--- config.mk ---
export PLATFORM = sky130hd
export DESIGN_NAME = ls163
export DESIGN_NICKNAME = d
export VERILOG_FILES = /design/src/rtl/ls163.sv
export SDC_FILE = /design/constraint.sdc
export NUM_CORES = 1
export LEC_CHECK = 0
export BUFFER_PORTS_ARGS = -buffer_cell sky130_fd_sc_hd__buf_4
export CAP_MARGIN = 20
export CORE_AREA = 2 2 39 41
export DETAILED_ROUTE_END_ITERATION = 16
export DIE_AREA = 0 0 41 43
export PLACE_DENSITY = 0.52
export SYNTH_ARGS = -nofsm -noshare
export SYNTH_HDL_FRONTEND = slang
export SYNTH_SLANG_ARGS = --single-unit
--- constraint.sdc ---
create_clock -name clk -period 3.71 [get_ports clk]
set_input_delay 1.113 -clock clk [delete_from_list [all_inputs] [get_ports clk]]
set_output_delay 1.113 -clock clk [all_outputs]
set_load 0.02 [all_outputs]
--- src/rtl/ls163.sv ---
// ls163: cycle-based model of the 74LS163 synchronous 4-bit binary counter.
// The chip's CLK pin becomes a clock enable (cen) on the FPGA master clock,
// so cascaded counters all live in one clock domain. Clear, load and count
// are all synchronous; reset_n is an FPGA-only power-on reset.
module ls163 #(
    parameter logic [3:0] RESET_VAL = 4'h0
) (
    input  logic       clk,
    input  logic       reset_n,
    input  logic       cen,
    input  logic       clr_n,
    input  logic       load_n,
    input  logic       enp,
    input  logic       ent,
    input  logic [3:0] d,
    output logic [3:0] q,
    output logic       rco
);

    logic [3:0] count_q;
    logic [3:0] count_d;

    // Next count: clear beats load beats count; nothing moves without cen.
    always_comb begin
        count_d = count_q;
        if (cen) begin
            if (!clr_n) begin
                count_d = 4'h0;
            end else if (!load_n) begin
                count_d = d;
            end else if (enp && ent) begin
                count_d = count_q + 4'h1;
            end
        end
    end

    // Counter register; the asynchronous reset only sets the power-on value.
    always_ff @(posedge clk or negedge reset_n) begin
        if (!reset_n) begin
            count_q <= RESET_VAL;
        end else begin
            count_q <= count_d;
        end
    end

    assign q   = count_q;
    assign rco = ent & (count_q == 4'hF);

endmodule
# Word-level counts from Yosys, hierarchy flattened

Index checks and enable logic that the tools add are counted.

Bits of input ports: 11
Memories kept: 0
ROM bits: 0
Output and inout port bits: 5
Register bits: 4
Word-level logic and storage cells: 10
Memory bits (writable): 0
Bits in latches: 0

Mux-type cells: 3
Magnitude comparators: 0
Eq/ne operators: 2
Multiply operators: 0
Bitwise operators: 1
Shift operators: 0
Div/mod/pow operators: 0
Reduce and logical (&&, ||, !) cells: 2
Add/sub/neg operators: 1

Operators by type and width:

| kind                                                  | count |
|---|---|
| 2-to-1 mux 4 bit                                      | 3 |
| adder 4 x 1 -> 4 bit, second input constant           | 1 |
| == test 4 bit, second input constant                  | 1 |
| inequality test 3 x 2 -> 1 bit, second input constant | 1 |
| AND reduction 2 bit                                   | 1 |
| AND 1 bit                                             | 1 |
| logical AND 1 bit                                     | 1 |

# Depth between registers and ports, before layout

Gate-level depths: netlist of run 1.

Depth in word-level cells: 4
Mapped depth: 4
Depth with buffers taken out: 4

# Worst setup path before layout of run 1

No wires, ideal clock.

Path type: input -> output
From: input ent
To: output rco
Data required time: 2.597 ns
Buffers on the path: 0
Data arrival time: 1.619 ns
Setup slack: 0.978 ns
Cell stages on the path: 2
Cell sequence: nand2_1 -> nor3_1

Longest elaborated chain between the ends: 1

Ends and longest elaborated chain:

| element            | RTL line | source |
|---|---|---|
| start: declaration | 14       | `input logic ent,` |
| AND 1 bit          | 47       | `assign rco = ent & (count_q == 4'hF);` |
| end: declaration   | 17       | `output logic rco` |

No other way between the ends.

# Worst setup path in the final report of run 1

Same ends and word-level chain as after synthesis.

==> results.sh, run 1 <==
export IMPL_nets=63
export IMPL_die_h_um=43
export IMPL_power_frac_comb=0.349
export IMPL_fin_skew_ps=1.34
export IMPL_hold_path_class="reg2reg"
export IMPL_grt_overflow=0
export IMPL_outcome="completed"
export IMPL_dp_hpwl_um=583
export IMPL_wirelength_um=714
export IMPL_synthArstFlopShare=1.00
export IMPL_fin_crit_ps=2670
export IMPL_avgSynthCellArea_um2=9.81
export IMPL_power_leakage_nw=0.226
export IMPL_hold_start="q[1]"
export IMPL_cts_tree="yes"
export IMPL_area_delta_synth_final_pct=47.8
export IMPL_die_area_um2=1760
export IMPL_synth_edf_count=0
export IMPL_cap_violations=0
export IMPL_clockPowerShare=0.301
export IMPL_drc=0
export IMPL_yosysWarnings=0
export IMPL_totalNegativeSetupSlack_ps=0
export IMPL_powerDensity_nw_per_um2=373
export IMPL_rows=14
export IMPL_seq_power_share=0.350
export IMPL_vias=306
export IMPL_postCtsResizedCells=0
export IMPL_startpoint_type="input pin"
export IMPL_rsz0062_at_grt="false"
export IMPL_gr_usage_all_layers=0.0908
export IMPL_fillCellCount=158
export IMPL_initial_utilization=0.227
export IMPL_cts_hold_buffers=0
export IMPL_antenna_cells=0
export IMPL_seq_area_um2=100
export IMPL_post_cts_setup_buffers=0
export IMPL_finalCritPeriodShare=0.720
export IMPL_swShare=0.312
export IMPL_synth_ff_type="dfrtp_1"
export IMPL_setup_viol_count_final=0
export IMPL_max_clock_path_buffers=2
export IMPL_switchingPower_uw=54.0
export IMPL_worstSetupEndpointType="primary output"
export IMPL_timing_rr_start="q[0]"
export IMPL_place_gp_congestion=0.650
export IMPL_clockRootBuffer="clkbuf_4"
export IMPL_irDropWorstVdd_mv=0.137
export IMPL_ios=16
export IMPL_synthCells=32
export IMPL_drv_slew=0
export IMPL_ys_ff_latch=4
export IMPL_cts_sink_count=4
export IMPL_largest_register_ffs=4
export IMPL_clk_pin_slew_ps=30
export IMPL_max_slew_worst_pin_slew_ps=170
export IMPL_grt_max_degree=10
export IMPL_ys_seq_area_frac=0.319
export IMPL_drive_gt1_frac=0.429
export IMPL_finish_utilization=0.335
export IMPL_power_uw=173
export IMPL_htreeDepth=1
export IMPL_internal_power_uw=119
export IMPL_dieWidth_um=41
export IMPL_syn_nets=44
export IMPL_numCtsBuffers=3
export IMPL_critical_path_arrival_ps=1560
export IMPL_crit_start="ent"
export IMPL_grt_pass1_wl_um=1060
export IMPL_clock_latency_ps=230
export IMPL_critical_path_class="in2out"
export IMPL_grt_pass1_vias=278
export IMPL_syn_area_um2=314
export IMPL_ant_nets=0
export IMPL_antenna_found_initial=0
export IMPL_port_buffers=15
export IMPL_drtIter0Drc=2
export IMPL_avgViaCountPerCell=4.71
export IMPL_crit_required_ps=2600
export IMPL_fmax_ghz=0.375
export IMPL_hold_violations=0
export IMPL_core_area_um2=1380
export IMPL_ys_types=20
export IMPL_multiInputGateArea_um2=194
export IMPL_relSlewSlack=0.886
export IMPL_worstPathMaxFanout=2
export IMPL_route_detailed_wl_per_inst_um=11.0
export IMPL_drt_pass1_iter_count=4
through the flow:
stage | hold slack (ps) | setup WS, ps | area (µm²) | cells
global placement | 561 | 1080 | 442 | 62
detailed placement | 566 | 1040 | 442 | 62
floorplan | 638 | 978 | 314 | 32
CTS | 577 | 1040 | 464 | 65
finish | 583 | 1040 | 464 | 65
global route | 595 | 1010 | 464 | 65
critical path, cell delays in order:
cell     delay [ps]
buf_4            80
nand2_1          40
nor3_1          150
buf_4           170
per-layer routing:
metal  GRT usage  up-vias  share of wire
met1       0.105      138           0.43
met3      0.0157        0           0.12
met4      0.0800        0              0
met2       0.134       12           0.45
met5           0        -              0
li1            -      156              -
cell usage in the layout, fill, tap and decap left out:
cell       netlist  layout
clkbuf_4         0       3
buf_4            0      15
and4b_1          2       2
o211ai_1         4       4
o2111ai_1        1       1
and2_1           1       1
nor3_1           1       1
nand2_2          1       1
ha_1             1       1
nor2b_1          1       1
mux2_4           1       1
mux2i_1          2       2
and3b_1          1       1
o21a_4           1       1
a41oi_1          1       1
nand4b_1         1       1
dfrtp_1          4       4
nand2_1          2       2
and3_1           1       1
inv_1            4       4
o31a_1           1       1
cell type report:
type,instances,area share
Clock buffer,3,0.0485
Sequential cell,4,0.216
Inverter,4,0.0323
Multi-Input combinational cell,23,0.418
Timing Repair Buffer,15,0.243
Tap cell,16,0.0431
synth_stat cells, types with 2 or more instances:
| cell | n | area (µm²) |
|---|---|---|
| nand2_1 | 2 | 7.51 |
| inv_1 | 4 | 15.0 |
| dfrtp_1 | 4 | 100 |
| mux2i_1 | 2 | 20.0 |
| and4b_1 | 2 | 20.0 |
| o211ai_1 | 4 | 30.0 |
power by group through the flow:
| stage | registers [mW] | clock network (mW) | logic, mW |
|---|---|---|---|
| finish | 0.0605 | 0.0521 | 0.0604 |
| global route | 0.0619 | 0.0557 | 0.0665 |
| CTS | 0.0605 | 0.0559 | 0.0615 |
| detailed placement | 0.0610 | 0 | 0.0614 |
| global placement | 0.0607 | 0 | 0.0618 |
| floorplan | 0.0687 | 0 | 0.0250 |
cell families (layout without fill, tap and decap cells):
group | Yosys count | in the layout | share of synthesized area
flops | 4 | 4 | 0.319
simple gates | 11 | 11 | 0.239
fa+ha+maj | 1 | 1 | 0.0398
compound gates | 8 | 8 | 0.227
buf+inv | 5 | 22 | 0.0637
mux | 3 | 3 | 0.112
path summary, 6_finish.rpt:
| kind | cells past startpoint | slack (ps) | to |
|---|---|---|---|
| worst max register to register | 4 | 2430 | q[1] |
| max in group asynchronous | 1 | 2940 | q[1] |
| worst min register to register | 1 | 580 | q[1] |
| worst max-delay path | 4 | 1040 | rco |
| min in group asynchronous | 1 | 670 | q[3] |
| worst min-delay path | 1 | 580 | q[1] |
Note: power is estimated with default switching activity, not from simulation.
==> inputs of run 2 (changes only) <==
==> constraint.sdc (replaced) <==
create_clock -name clk -period 2.5 [get_ports clk]
set_input_delay 0.75 -clock clk [delete_from_list [all_inputs] [get_ports clk]]
set_output_delay 0.75 -clock clk [all_outputs]
set_load 0.02 [all_outputs]
==> run 2 against run 1 <==
Effect of this change: cell area unchanged; clock skew about the same; clock power increased by 47%; critical path depth unchanged; register-to-register slack got worse by 1200 ps; wire length decreased by 0.98%; die area unchanged; worst setup slack got worse by 520 ps; core utilization unchanged; sequential share of layout area unchanged; count of clock-buffer cells in the layout unchanged; first-iteration DRC count decreased by 100%.
==> results.sh, run 2 (synthesis results as in run 1) <==
export IMPL_cap_violations=0
export IMPL_timing_rr_start="q[0]"
export IMPL_dieWidth_um=41
export IMPL_port_buffers=15
export IMPL_drive_gt1_frac=0.429
export IMPL_worstPathMaxFanout=5
export IMPL_grt_pass1_wl_um=1060
export IMPL_r2r_cells=4
export IMPL_drt_pass1_iter_count=1
export IMPL_crit_required_ps=1750
export IMPL_antenna_cells=0
export IMPL_hold_path_class="in2async"
export IMPL_numCtsBuffers=3
export IMPL_route_detailed_wl_per_inst_um=10.9
export IMPL_htreeDepth=1
export IMPL_fin_skew_ps=1.19
export IMPL_finalCritPeriodShare=0.793
export IMPL_cts_hold_buffers=0
export IMPL_drv_slew=0
export IMPL_outcome="completed"
export IMPL_postCtsResizedCells=0
export IMPL_drtIter0Drc=0
export IMPL_drc=0
export IMPL_clk_pin_slew_ps=40
export IMPL_ios=16
export IMPL_die_area_um2=1760
export IMPL_grt_overflow=0
export IMPL_gr_usage_all_layers=0.0928
export IMPL_powerDensity_nw_per_um2=552
export IMPL_nets=63
export IMPL_max_clock_path_buffers=2
export IMPL_final_common_cell="buf_4"
export IMPL_power_uw=256
export IMPL_antenna_found_initial=0
export IMPL_ant_nets=0
export IMPL_dp_hpwl_um=582
export IMPL_rows=14
export IMPL_vias=303
export IMPL_avgViaCountPerCell=4.66
export IMPL_power_leakage_nw=0.226
export IMPL_setup_viol_count_final=0
export IMPL_critical_path_class="reg2out"
export IMPL_relSlewSlack=0.889
export IMPL_clock_latency_ps=230
export IMPL_grt_pass1_vias=277
export IMPL_cts_sink_count=4
export IMPL_cts_tree="yes"
export IMPL_fmax_ghz=0.504
export IMPL_totalNegativeSetupSlack_ps=0
export IMPL_wirelength_um=707
export IMPL_rsz0062_at_grt="false"
export IMPL_max_slew_worst_pin_slew_ps=165
export IMPL_core_area_um2=1380
export IMPL_initial_utilization=0.227
export IMPL_worstReg2RegEnd="q[1]"
export IMPL_die_h_um=43
export IMPL_critical_path_arrival_ps=1230
export IMPL_mostFrequentLayoutCells="15 x buf_4, 4 x inv_1, 4 x o211ai_1, 4 x dfrtp_1, 3 x clkbuf_4"
export IMPL_clockRootBuffer="clkbuf_4"
export IMPL_startpoint_type="flop"
export IMPL_largest_register_ffs=4
export IMPL_fillCellCount=150
export IMPL_r2r_slack_ps=1210
export IMPL_fin_crit_ps=1980
export IMPL_grt_max_degree=10
export IMPL_hold_worst_slack_ps=310
export IMPL_post_cts_setup_buffers=0
export IMPL_hold_violations=0
export IMPL_worstSetupEndpointType="primary output"
export IMPL_irDropWorstVdd_mv=0.220
export IMPL_area_delta_synth_final_pct=47.8
export IMPL_place_gp_congestion=0.651
[run 2: area by class of cell]
| class | instances | area (µm²) | area share |
|---|---|---|---|
| multi-input cells | 23 | 194 | 0.418 |
| repair buffers | 15 | 113 | 0.243 |
| flip-flops and latches | 4 | 100 | 0.216 |
| clock buffers | 3 | 22.5 | 0.0485 |
| well taps | 16 | 20.0 | 0.0431 |
| inverters | 4 | 15.0 | 0.0323 |
[run 2: worst max-delay path, stage by stage (launching register included)]
cell and delay [ps]:
dfrtp_1 410, ha_1 190, inv_1 60, nor3_1 180, buf_4 170
[run 2: metal layers]
metal  share of wire  track usage
met2            0.49        0.144
met5               0            0
met3            0.11       0.0157
met1            0.40        0.101
met4               0       0.0800
[run 2: metrics by stage]
step	cell area, µm²	instances	worst slack, ps	utilization
floorplan	314	32	494	-
global route	464	65	472	0.335
global placement	442	62	587	0.319
detailed placement	442	62	579	0.319
finish	464	65	518	0.335
CTS	464	65	511	0.335
[run 2: worst max path at each step]
stage	start	endpoint	slack (ps)
after global placement	ent	rco	590
after CTS	q[0]	rco	510
after floorplan	ent	rco	490
after global routing	q[0]	rco	470
final	q[0]	rco	520
after detailed placement	ent	rco	580
[run 2: power breakdown]
part / switching, mW / internal [mW]
logic: 0.0439 / 0.0467
registers: 0.0124 / 0.0766
clock network: 0.0232 / 0.0535
